**src/rtl/ring_meas_sched.sv**
```systemverilog
// rtl/ring_meas_sched.sv - ring-oscillator measurement scheduler (optional RING_SEQ_EN adds o_seq)
module ring_meas_sched #(
  parameter int pCHANNELS = 5,
  parameter int pCNT_W    = 10,
  parameter int pWIN_W    = 16,
  parameter int pSYNC     = 2,
  parameter int pRETRY    = 4
) (
  input  logic                                              i_clk,
  input  logic                                              i_rst_n,
  input  logic                                              i_start,
  input  logic                                              i_continuous,
  input  logic [pCHANNELS-1:0]                              i_chan_mask,
  input  logic [pWIN_W-1:0]                                 i_window,
  input  logic [pCHANNELS*pCNT_W-1:0]                       i_grey,
  output logic [pCHANNELS-1:0]                              o_ring_clr,
  output logic [pCHANNELS-1:0]                              o_ring_en,
  output logic                                              o_busy,
  output logic                                              o_valid,
  input  logic                                              i_ready,
  output logic [((pCHANNELS > 1) ? $clog2(pCHANNELS) : 1)-1:0] o_chan,
  output logic [pCNT_W-1:0]                                 o_count,
  output logic                                              o_unstable,
`ifdef RING_SEQ_EN
  output logic [7:0]                                        o_seq,
`endif
  output logic                                              o_done
);

  localparam int CH_W  = (pCHANNELS > 1) ? $clog2(pCHANNELS) : 1;
  localparam int RTR_W = (pRETRY > 1) ? $clog2(pRETRY) : 1;

  typedef enum logic [2:0] {
    S_IDLE, S_PICK, S_CLEAR, S_RUN, S_SETTLE, S_SAMPLE, S_PRESENT, S_DONE
  } state_t;

  state_t               state_q, state_d;
  logic [pCHANNELS-1:0] mask_q, measured_q, pending, onehot;
  logic [pWIN_W-1:0]    win_q, tmr_q, win_m1;
  logic [CH_W-1:0]      ch_q, pick_ch;
  logic                 pick_any;
  logic [pCNT_W-1:0]    sync_q [pSYNC];
  logic [pCNT_W-1:0]    grey_sel, sync_out, samp_q, bin_val, count_q;
  logic [RTR_W-1:0]     miss_q;
  logic                 sample_eq, sample_last, unstable_q;
`ifdef RING_SEQ_EN
  logic [7:0]           seq_q;
`endif

  assign onehot      = pCHANNELS'(1) << ch_q;
  assign grey_sel    = i_grey[int'(ch_q)*pCNT_W +: pCNT_W];
  assign sync_out    = sync_q[pSYNC-1];
  assign win_m1      = (win_q == '0) ? '0 : win_q - pWIN_W'(1);
  assign sample_eq   = (sync_out == samp_q);
  assign sample_last = (miss_q == RTR_W'(pRETRY - 1));

  // lowest-index channel still waiting in this pass
  always_comb begin
    pending  = mask_q & ~measured_q;
    pick_any = |pending;
    pick_ch  = '0;
    for (int k = pCHANNELS - 1; k >= 0; k--) begin
      if (pending[k]) pick_ch = CH_W'(k);
    end
  end

  // grey to binary: each binary bit is the parity of the grey bits at and above it
  always_comb begin
    bin_val = '0;
    for (int i = 0; i < pCNT_W; i++) begin
      bin_val[i] = ^(sync_out >> i);
    end
  end

  // state register
  always_ff @(posedge i_clk) begin
    if (!i_rst_n) state_q <= S_IDLE;
    else          state_q <= state_d;
  end

  // next-state and state-decoded outputs
  always_comb begin
    state_d    = state_q;
    o_ring_clr = '0;
    o_ring_en  = '0;
    o_busy     = (state_q != S_IDLE);
    o_valid    = 1'b0;
    o_done     = 1'b0;
    case (state_q)
      S_IDLE:    if (i_start) state_d = S_PICK;
      S_PICK:    state_d = pick_any ? S_CLEAR : S_DONE;
      S_CLEAR: begin
        o_ring_clr = onehot;
        if (tmr_q == '0) state_d = S_RUN;
      end
      S_RUN: begin
        o_ring_en = onehot;
        if (tmr_q == '0) state_d = S_SETTLE;
      end
      S_SETTLE:  if (tmr_q == '0) state_d = S_SAMPLE;
      S_SAMPLE:  if (sample_eq || sample_last) state_d = S_PRESENT;
      S_PRESENT: begin
        o_valid = 1'b1;
        if (i_ready) state_d = S_PICK;
      end
      S_DONE: begin
        o_done  = 1'b1;
        state_d = i_continuous ? S_PICK : S_IDLE;
      end
      default:   state_d = S_IDLE;
    endcase
  end

  // pass bookkeeping, phase timer, grey synchroniser and result capture
  always_ff @(posedge i_clk) begin
    if (!i_rst_n) begin
      mask_q     <= '0;
      measured_q <= '0;
      win_q      <= '0;
      tmr_q      <= '0;
      ch_q       <= '0;
      miss_q     <= '0;
      samp_q     <= '0;
      count_q    <= '0;
      unstable_q <= 1'b0;
      for (int i = 0; i < pSYNC; i++) sync_q[i] <= '0;
`ifdef RING_SEQ_EN
      seq_q      <= '0;
`endif
    end else begin
      sync_q[0] <= grey_sel;
      for (int i = 1; i < pSYNC; i++) sync_q[i] <= sync_q[i-1];
      samp_q <= sync_out;
      case (state_q)
        S_IDLE: if (i_start) begin
          mask_q     <= i_chan_mask;
          win_q      <= i_window;
          measured_q <= '0;
        end
        S_PICK: begin
          ch_q  <= pick_ch;
          tmr_q <= pWIN_W'(1);
        end
        S_CLEAR:  tmr_q <= (tmr_q == '0) ? win_m1 : tmr_q - pWIN_W'(1);
        S_RUN: begin
          tmr_q  <= (tmr_q == '0) ? pWIN_W'(pSYNC + 1) : tmr_q - pWIN_W'(1);
          miss_q <= '0;
        end
        S_SETTLE: if (tmr_q != '0) tmr_q <= tmr_q - pWIN_W'(1);
        S_SAMPLE: begin
          if (sample_eq || sample_last) begin
            count_q    <= bin_val;
            unstable_q <= !sample_eq;
          end else begin
            miss_q <= miss_q + RTR_W'(1);
          end
        end
        S_PRESENT: if (i_ready) begin
          measured_q <= measured_q | onehot;
`ifdef RING_SEQ_EN
          seq_q      <= seq_q + 8'd1;
`endif
        end
        S_DONE: if (i_continuous) begin
          mask_q     <= i_chan_mask;
          win_q      <= i_window;
          measured_q <= '0;
        end
        default: ;
      endcase
    end
  end

  assign o_chan     = ch_q;
  assign o_count    = count_q;
  assign o_unstable = unstable_q;
`ifdef RING_SEQ_EN
  assign o_seq      = seq_q;
`endif

endmodule

```
**config.mk**
```make
export PLATFORM = sky130hd
export DESIGN_NAME = ring_meas_sched
export DESIGN_NICKNAME = d
export VERILOG_FILES = /design/src/rtl/ring_meas_sched.sv
export SDC_FILE = /design/constraint.sdc
export NUM_CORES = 1
export LEC_CHECK = 0
export CAP_MARGIN = 20
export CORE_MARGIN = 10
export CORE_UTILIZATION = 55
export DETAILED_ROUTE_END_ITERATION = 16
export GPL_TIMING_DRIVEN = 0
export HOLD_SLACK_MARGIN = 0.1
export PLACE_DENSITY = 0.86
export SETUP_SLACK_MARGIN = 0.2
export SKIP_LAST_GASP = 1
export SLEW_MARGIN = 25
export SYNTH_ARGS = -nofsm -noshare
export SYNTH_HDL_FRONTEND = slang
export SYNTH_SLANG_ARGS = --single-unit
```
**constraint.sdc**
```tcl
create_clock -name i_clk -period 6.5 [get_ports i_clk]
set_clock_uncertainty 0.1 [all_clocks]
set_input_delay 1.3 -clock i_clk [delete_from_list [all_inputs] [get_ports i_clk]]
set_output_delay 1.3 -clock i_clk [all_outputs]
set_load 0.005 [all_outputs]
```
==> results of run 1 <==
## state kept, by name (all words and copies together), names as in the netlist
| register | count |
|---|---|
| o_unstable | 1 |
| state_q | 3 |
| o_chan | 3 |
| mask_q | 5 |
| win_q | 16 |
| o_count | 10 |
| tmr_q | 16 |
| measured_q | 5 |
| miss_q | 2 |
| sync_q | 20 |
| samp_q | 10 |
## cells by family (layout without fill, tap and decap cells)
logic type               Yosys count  after routing
flip-flops                        91             91
AO/OA/AOI/OAI                    127            127
AND/OR/NAND/NOR                  223            223
adder cells (fa/ha/maj)            4              4
multiplexers                      20             20
XOR/XNOR                          38             38
buffers and inverters             47            165
## routing by layer
layer	part of all wire, %	up-vias
met5	0	-
met4	1.2	0
met3	9.9	18
met2	47	232
met1	42	2146
li1	-	2180
## Yosys cell counts (5+ instances only)
library cell	count
dfxtp_1	91
nand2_1	70
nor2_1	58
a21oi_1	36
clkbuf_1	32
and2_1	25
o21ai_0	19
xor2_1	19
nor3_1	16
xnor2_1	16
a22oi_1	12
inv_1	11
mux4_2	10
a22o_1	9
nor2b_1	9
o22ai_1	9
nor4_1	8
mux2i_1	7
a31oi_1	6
and3_1	5
o31ai_1	5
## per-stage QoR
step	setup slack [ps]	power, mW	hold slack, ps
finish	2150	2.50	317
global route	1920	2.65	341
CTS	2130	2.46	321
detailed placement	2560	2.05	318
global placement	2620	2.00	314
floorplan	3430	1.71	306
## final timing paths
kind | start | end | slack [ps]
hold reg to reg | sync_q[0][5] | sync_q[0][15] | 320
hold / removal | sync_q[0][5] | sync_q[0][15] | 320
setup reg to reg | win_q[0] | tmr_q[14] | 3730
setup / recovery | o_chan[0] | o_ring_clr[4] | 2150
## power by group
group          leakage, nW  internal, mW  switching (mW)
clock                0.104         0.186           0.221
sequential           0.742         0.641          0.0799
combinational         1.48         0.576           0.793
total                 2.32          1.40            1.09
## area by class of cell
class	count	area, um2	area share (%)
multi-input cells	412	2730	44.8
clock inverters	7	88.8	1.46
repair buffers	102	1020	16.7
flip-flops and latches	91	1820	29.9
plain buffers	36	140	2.30
inverters	11	41.3	0.677
well taps	105	131	2.15
clock buffers	9	124	2.03
==> reports/results.tsv, run 1 <==
metric	value	unit
Worst path most repeated cell	clkbuf_1	
largest family of logic cells by synthesized area	simple AND/OR/NAND/NOR gates	
average cell area after synthesis	8.61	um2
vias in the first global route	4565	
Resize count post-CTS	0	
fill cell count	610	
CP required	5100	ps
CTS tree	done	
part of the cycle the worst path needs	66.9	%
top cell type's share of synthesized area	38.5	%
Yosys reg bits	91	
Num CTS Buffers	9	
critical path type	reg2out	
PortBufs	102	
LEAKAGE	2.32	nW
DRT iter0 DRCs	332	
Post-DRT Antenna Nets	0	
die width	113	um
crit path capture type	primary output	
Core Util, Final	73.5	%
routability-driven placement congestion ratio	0.883	
initial antenna violation count	0	
# diodes	0	
Die Ht	113	um
total iterations of the first detailed-routing run	5	
global route overflow	0	
status	finished clean	
met3 usage	5.71	%
delay-heaviest family, CP	buffers and inverters	
layout cell share with drive strength beyond 1	7.34	%
routing usage on met1	26.3	%
largest net degree at the start of global routing	19	
minimum clock period	4350	ps
Slew Limit Fails	0	
effective utilization at floorplan	57.0	%
nets@finish	743	
Post-CTS Setup Bufs	0	
top post-synthesis cells by area	dfxtp_1 38%, nand2_1 5.6%, mux4_2 4.8%	
hpwl dp	10.5	mm
Seq/Total Area, Yosys	38.5	%
most frequent cells in the layout	102 x clkdlybuf4s50_1, 91 x dfxtp_1, 70 x nand2_1	
Slew HR	43.6	%
Bufs and invs on worst path	4	
H-tree depth	3	
most common cell after layout, fill and taps aside	clkdlybuf4s50_1	
Vias	4576	
syn_nets	630	
Max Cap Viol	0	
cell accounting for the most synthesized area	dfxtp_1	
asr flop ratio synth	0	%
global-route wire length before repair	22.0	mm
Reg clk slew, reported paths	100	ps
num rows	33	
Gate Count Post-Synth	550	
total wire length	13.6	mm
gr usage total	20.7	%
RSZ-0062 raised after global routing	false	
crit path DAT	2950	ps
final instance area	0.00610	mm2
worst hold path class	reg2reg	
Clk Latency, worst-skew pair	370	ps
Core Footprint	0.00830	mm2
Hold-fix buffers, CTS	0	
Critical Path Fanout Max	10	
root buffer cell	clkbuf_8	
Non-Filler Instances	773	
Reg2Reg Depth	9	
Largest stage delay, worst path	530	ps
DR vias/cell	5.92	
Slew @ Worst Pin	843	ps
Critical-path top delay cell	clkdlybuf4s50_1	
Synth warnings	0	
crit path launch type	flop	
clock sinks	91	
pwr dens	410	mW/mm2
Fmax	230	MHz
EDFF count, synth	0	
mux share of post-synthesis cell area	6.95	%
post-synth cell types	63	
Compound-Gate Fraction of Synth Area	18.1	%
Post-DP Area	0.00589	mm2
final setup vio count	0	
Post-Synth Simple-Gate Area	23.7	%
commonest register cell after synthesis	dfxtp_1	
worst-path cell chain	clkbuf_1 -> clkbuf_1 -> nor3_1 -> clkbuf_1 -> nor2b_1 -> clkdlybuf4s50_1	
Synth-to-Final Area Change	28.8	%
cell depth of the worst setup path	6	
die area	0.0127	mm2
VDD IR-drop max	0.000215	V
GRT busiest layer	met2	
Avg WL per Cell	17.6	um
CTS Buffer Depth	2	
Mapped Area	0.00473	mm2
Cell Count Post-Placement	757	
Fin. Hold Viols	0	
met2 GRT Util	33.5	%
hold path depth	1	
residual DRC count	0	
XOR/XNOR Fraction of Synth Area	7.90	%
Top-Level Pins	103	
Adder-Cell Fraction of Synth Area	1.06	%
final setup TNS	0	ps
Note: power is estimated with default switching activity, not from simulation.
==> run 2: changes to the inputs <==
Settings changed: CORE_UTILIZATION 55 to 51, PLACE_DENSITY 0.86 to 0.8.
Clock period 6.5 ns to 4.2 ns, I/O delays scaled along.
==> reports/results.tsv, run 2 (synthesis results as in run 1) <==
metric	value	unit	change
status	finished clean		unchanged
num rows	35		was 33
layout cell share with drive strength beyond 1	7.49	%	was 7.34%
hold path start	sync_q[0][1]		was sync_q[0][5]
Core Footprint	0.00915	mm2	was 0.00830 mm2
Clock power frac	16.0	%	was 16.3%
routability-driven placement congestion ratio	0.864		was 0.883
switch share	43.0	%	was 43.8%
DR vias/cell	5.65		was 5.92
LEAKAGE	2.32	nW	about the same
Top-Level Pins	103		unchanged
H-tree depth	3		unchanged
RSZ-0062 raised after global routing	false		unchanged
total wire length	12.9	mm	was 13.6 mm
final setup vio count	0		unchanged
CTS Buffer Depth	2		unchanged
crit path launch type	flop		unchanged
Synth-to-Final Area Change	28.9	%	was 28.8%
fill cell count	713		was 610
Top reg by flops	sync_q		unchanged
worst hold endpoint	sync_q[0][11]		was sync_q[0][15]
Max Cap Viol	0		unchanged
Non-Filler Instances	779		was 773
r2r setup slk	1440	ps	was 3730 ps
reg2reg start	tmr_q[2]		was win_q[0]
residual DRC count	0		unchanged
CP required	3260	ps	was 5100 ps
pre-CTS setup slack	700	ps	was 2560 ps
# diodes	0		unchanged
largest net degree at the start of global routing	18		was 19
nets@finish	743		unchanged
Post-DRT Antenna Nets	0		unchanged
crit path capture type	primary output		unchanged
Die Ht	116	um	was 113 um
Slew HR	45.1	%	was 43.6%
Num CTS Buffers	9		unchanged
most frequent cells in the layout	102 x clkdlybuf4s50_1, 91 x dfxtp_1, 70 x nand2_1		unchanged
Reg clk slew, reported paths	100	ps	about the same
Flop pwr share	29.2	%	was 28.9%
pwr dens	624	mW/mm2	was 410 mW/mm2
gr usage total	19.1	%	was 20.7%
part of the cycle the worst path needs	89.3	%	
Reg2Reg Depth	7		was 9
Fin. Hold Viols	0		unchanged
hold path depth	1		unchanged
Core Util, Final	66.6	%	was 73.5%
Avg WL per Cell	16.6	um	was 17.6 um
P_int	2.17	mW	was 1.40 mW
CTS tree	done		unchanged
most common cell after layout, fill and taps aside	clkdlybuf4s50_1		unchanged
Post-CTS Setup Bufs	0		unchanged
Fmax	267	MHz	
die width	116	um	was 113 um
P_sw	1.64	mW	was 1.09 mW
combinational power share	54.8	%	about the same
Slew @ Worst Pin	820	ps	was 843 ps
global route overflow	0		unchanged
Vias	4401		was 4576
global-route wire length before repair	21.1	mm	was 22.0 mm
crit path DAT	2810	ps	was 2950 ps
die area	0.0135	mm2	was 0.0127 mm2
post-route worst setup slack	449	ps	was 2150 ps
Regs by FF count	sync_q: 20 flops, tmr_q: 16 flops, win_q: 16 flops		unchanged
crit path launch	o_chan[0]		unchanged
max reg flops	20		unchanged
initial antenna violation count	0		unchanged
root buffer cell	clkbuf_8		unchanged
Hold-fix buffers, CTS	0		unchanged
VDD IR-drop max	0.000292	V	was 0.000215 V
Cell Count Post-Placement	763		was 757
total iterations of the first detailed-routing run	5		unchanged
vias in the first global route	4375		was 4565
effective utilization at floorplan	51.7	%	was 57.0%
RR Endpoint	tmr_q[1]		was tmr_q[14]
DRT iter0 DRCs	364		was 332
clock sinks	91		unchanged
hpwl dp	10.2	mm	was 10.5 mm
worst hold path class	reg2reg		unchanged
Slew Limit Fails	0		unchanged
Critical Path Fanout Max	10		unchanged
final setup TNS	0	ps	unchanged
Clk Latency, worst-skew pair	360	ps	was 370 ps
minimum clock period	3750	ps	
PortBufs	102		unchanged
critical path type	reg2out		unchanged
run 2: layout make-up:
| cell class | count | area [um2] | area share [%] |
|---|---|---|---|
| multi-input cells | 412 | 2730 | 44.8 |
| repair buffers | 102 | 1020 | 16.7 |
| clock buffers | 9 | 124 | 2.03 |
| plain buffers | 36 | 141 | 2.32 |
| clock inverters | 7 | 81.3 | 1.33 |
| inverters | 11 | 41.3 | 0.677 |
| well taps | 111 | 139 | 2.28 |
| flip-flops and latches | 91 | 1820 | 29.9 |
run 2: routing by layer:
metal | vias up | routed length (um) | track usage (%)
met5 | - | 0 | 0
met2 | 166 | 5770 | 29.1
met4 | 0 | 278 | 7.26
li1 | 2180 | - | -
met3 | 24 | 933 | 5.19
met1 | 2031 | 5950 | 25.3
run 2: how the worst max path moves through the flow:
stage / end / slack (ps) / depth (start not counted)
global placement: o_ring_clr[4] / 790 / 6
CTS: o_ring_en[4] / 270 / 6
global route: o_ring_en[4] / 240 / 6
finish: o_ring_en[4] / 450 / 6
detailed placement: o_ring_en[4] / 700 / 6
floorplan: o_ring_clr[4] / 1590 / 5
run 2: critical path, cell delays in order (launching register included):
cell and delay (ps):
dfxtp_1 320, clkbuf_1 290, clkbuf_1 350, nor3_1 460, clkbuf_2 310, nor2b_1 180, clkdlybuf4s50_1 540
run 2: stage by stage:
| step | power, mW | instance area (um2) | hold WS, ps |
|---|---|---|---|
| after floorplan | 2.65 | 4730 | 306 |
| after global placement | 3.10 | 5890 | 316 |
| after detailed placement | 3.16 | 5890 | 314 |
| after CTS | 3.78 | 6100 | 329 |
| after global routing | 4.09 | 6100 | 346 |
| final | 3.80 | 6100 | 328 |
run 2: repair_timing:
item | CTS | global route
endpoints found under the hold margin | 0 | 0
setup endpoints to repair | 0 | 2
gates resized for setup | 0 | 2
run 2: power by group through the flow:
stage               combinational [mW]  sequential, mW  clock [mW]
finish                            2.08            1.11       0.610
global route                      2.31            1.13       0.654
CTS                               2.05            1.11       0.620
detailed placement                2.03            1.13           0
global placement                  1.98            1.12           0
floorplan                         1.55            1.10           0
==> edit 1: new RTL, settings of run 2 <==
Build with the macro `RING_SEQ_EN` defined.
--- a/src/rtl/ring_meas_sched.sv
+++ b/src/rtl/ring_meas_sched.sv
@@ -1,4 +1,6 @@
 // rtl/ring_meas_sched.sv - ring-oscillator measurement scheduler (optional RING_SEQ_EN adds o_seq)
+`define RING_SEQ_EN
+
 module ring_meas_sched #(
   parameter int pCHANNELS = 5,
   parameter int pCNT_W    = 10,
Behaviour (old outputs only; new: o_seq): unchanged (equiv_simple and equiv_induct, registers matched by name and starting in step).
==> edit 1 against run 2 <==
Critical path depth unchanged. Setup slack better by 0.015 ns. Worst hold slack better by 0.010 ns. Cell area rose by 6.8%. Sequential cell count up 8. Utilization rose by 0.60 points. Routed wire length is 14% higher. First-iteration DRC count increased by 1.1%. Sequential share of layout area up 0.57 points. Area after synthesis rose by 6.1%. Power fell by 4.5%. Final cell count increased by 6.9%. Critical endpoint unchanged. Highest routed layer unchanged.
==> edit 1: results (changes against run 2) <==
[global_routing]
track_usage_pct=20.06  ; +0.92 points
grt_use_met2_pct=33.13  ; +4.0 points
grt_pass1_vias=4533  ; +3.6%
grtUsageMet3_pct=6.141  ; +0.95 points
gr-usage-met1_pct=24.39  ; -0.92 points
grt_max_degree=19  ; +1

[min_path]
hold_end=sync_q[0][13]$_SDFF_PN0_

[place]
dp_hpwl_mm=11.50  ; +13%
dp_cells=817  ; +7.1%
gp_congestion=0.9447  ; +9.4%
dpl_worst_slack_ns=0.8015  ; +0.1015 ns
io_buffers=110  ; +7.8%

[pwr]
leakage_nw=2.409  ; +3.9%
internal_power_mw=2.090  ; -3.5%
ir_drop_uv=331.4  ; +13%
pwr_density_cell_mw_per_mm2=558.0  ; -11%
powerClk_uw=674  ; +10%

[detailed_routing]
met1_length_mm=6.010  ; +0.99%
wl_met2_mm=7.130  ; +24%
vias=4716  ; +7.2%
first_iter_violations=368  ; +1.1%
routedWlPerCell_um=17.71  ; +6.7%

[synth]
yosysUniqueCellTypes=68  ; +7.9%
netlist.area_leader.share_pct=39.48  ; +0.99 points
ys_top_cells_by_area=dfxtp_1, nand2_1, mux4_2
synth_nets=655  ; +4.0%
ys_top_cells_by_count=dfxtp_1, nand2_1, nor2_1, a21oi_1, clkbuf_1
syn_avg_cell_area_um2=8.745  ; +1.6%

[cts]
cts_root_buf=clkbuf_8
clk_latency_ns=0.39  ; +0.03 ns

[layout]
final_cells=833  ; +6.9%
buffers=143  ; +3.6%
multiInputGateArea_mm2=0.002849  ; +4.4%
nClkBuffers=10  ; +1
fin_nets=776  ; +4.4%
clk_share_pct=3.381  ; +0.017 points
fill_cells=804  ; +13%
design.seq.count=99  ; +8.8%
inverters=9  ; -2
multi_input_area_share_pct=43.75  ; -1.0 points
sh_seq_area_pct=30.43  ; +0.57 points
area_share_nonclk_buffers_pct=19.37  ; +0.31 points
multi_input_gates=433  ; +5.1%
largest_reg_flops=20  ; unchanged

[worst_setup_path]
crit_arrival_ns=2.80  ; about the same
timing.rr.start=tmr_q[0]$_SDFFE_PN0P_
r2r_cells=9  ; +2
rr_endpoint=tmr_q[4]$_SDFFE_PN0P_
crit_path_end=o_ring_en[4]

[timing]
period_share_pct=88.95  ; -0.35 points
worst_hold_slack_ns=0.3382  ; +0.01041 ns
worstMarginPinSlew_ns=0.9131  ; +0.09305 ns

[outcome]
outcome=finished clean

edit 1: cell types whose count changed after synthesis, moves of 4 or more:
cell and delta:
nand2b_1 +6, dfxtp_1 +8, nand4_1 +4, a22o_1 -5, xnor2_1 +7, clkbuf_1 -5, o21ai_0 -6, a211oi_1 +6
o22ai_1 -4, o31a_1 +4, nand2_1 +4, nand3_1 +5
edit 1: critical path, stage by stage (launching register included):
cell	delay, ns
dfxtp_1	0.32
clkbuf_1	0.29
clkbuf_1	0.34
nor3_2	0.35
clkbuf_1	0.37
nor2b_1	0.18
clkdlybuf4s50_1	0.55
edit 1: cells by family after synthesis:
| group | synth area share [%] |
|---|---|
| adder cells (fa/ha/maj) | 1.246 |
| AO/OA/AOI/OAI | 16.72 |
| buffers and inverters | 3.863 |
| multiplexers | 6.929 |
| AND/OR/NAND/NOR | 23.43 |
| flip-flops | 39.48 |
| XOR/XNOR | 8.325 |
edit 1: timing repair:
action / CTS / global route
setup buffers: 0 / 0
setup endpoints to repair: 0 / 2
resized for setup: 0 / 1
==> edit 2: new RTL, config.mk and constraints of run 2 <==
Without the edit above. The 8 states of `state_t` get a Gray code encoding in 3 bits.
--- a/src/rtl/ring_meas_sched.sv
+++ b/src/rtl/ring_meas_sched.sv
@@ -31,7 +31,7 @@
   localparam int RTR_W = (pRETRY > 1) ? $clog2(pRETRY) : 1;
 
   typedef enum logic [2:0] {
-    S_IDLE, S_PICK, S_CLEAR, S_RUN, S_SETTLE, S_SAMPLE, S_PRESENT, S_DONE
+    S_IDLE = 3'b000, S_PICK = 3'b001, S_CLEAR = 3'b011, S_RUN = 3'b010, S_SETTLE = 3'b110, S_SAMPLE = 3'b111, S_PRESENT = 3'b101, S_DONE = 3'b100
   } state_t;
 
   state_t               state_q, state_d;
Formal check against the unedited RTL: no difference found for any inputs over 10 cycles, from zero or initial values and one cycle with i_rst_n low; not proved beyond that.
==> edit 2 against run 2 <==
Sequential cell count unchanged. Cell area decreased by 1.8%. Sequential share of layout area increased by 0.56 points. Power increased by 4.2%. Area after synthesis decreased by 2.4%. Routed wire length increased by 1.9%. Die area decreased by 2.0%. Setup slack improved by 0.0065 ns. Critical path type unchanged. Largest cell class unchanged. Highest routed layer unchanged.
==> edit 2: results (changes against run 2) <==
[outcome]
outcome=finished clean

[worst_setup_path]
crit_arrival_ns=2.80  ; about the same

[layout]
fin_area_mm2=0.005987  ; -1.8%
clk_share_pct=3.386  ; +0.021 points
final_cells=739  ; -5.1%
multi_input_gates=378  ; -8.3%
sh_seq_area_pct=30.43  ; +0.56 points
area_share_nonclk_buffers_pct=18.89  ; -0.16 points

[place]
gp_congestion=0.8865  ; +2.6%
dp_cells=723  ; -5.2%
place_area_mm2=0.005777  ; -2.0%
dpl_worst_slack_ns=0.7528  ; +0.05281 ns

[detailed_routing]
met1_length_mm=5.700  ; -4.2%
wl_met2_mm=6.538  ; +13%
first_iter_violations=307  ; -16%

[synth]
synthMuxAreaShare_pct=11.18  ; +4.2 points
synth_nets=593  ; -5.9%
ys_top_cells_by_count=dfxtp_1, nor2_1, mux2i_1, a21oi_1
synth-compound-area-share_pct=15.25  ; -2.8 points

[global_routing]
grt_max_degree=20  ; +2
grt_use_met2_pct=31.31  ; +2.2 points
grtUsageMet3_pct=3.125  ; -2.1 points
grt_pass1_wl_mm=20.58  ; -2.3%

[pwr]
clock_power_share_pct=15.0  ; -1.0 points
ir_drop_uv=373.1  ; +28%

[timing]
slew_headroom_pct=41.02  ; -4.1 points

-- edit 2: cell types whose count changed in the layout (fill, tap and decap cells not counted), moves of 5 or more --
cell | run 2 | this run
a22o_1 | 9 | 2
inv_1 | 11 | 16
clkbuf_1 | 31 | 21
nand2_1 | 70 | 21
a21oi_1 | 36 | 25
and3_1 | 5 | 0
nor2_1 | 58 | 81
mux2i_1 | 7 | 28
-- edit 2: worst paths after layout --
path                           start                  endpoint  slack [ns]  cells after the start
max           o_chan[0]$_SDFFE_PN0P_             o_ring_clr[4]        0.46                      6
min          sync_q[0][0]$_SDFF_PN0_  sync_q[0][10]$_SDFF_PN0_        0.34                      1
max reg2reg  state_q[1]$_SDFFE_PN0P_    tmr_q[13]$_SDFFE_PN0P_        1.58                      7
min reg2reg  sync_q[0][0]$_SDFF_PN0_  sync_q[0][10]$_SDFF_PN0_        0.34                      1
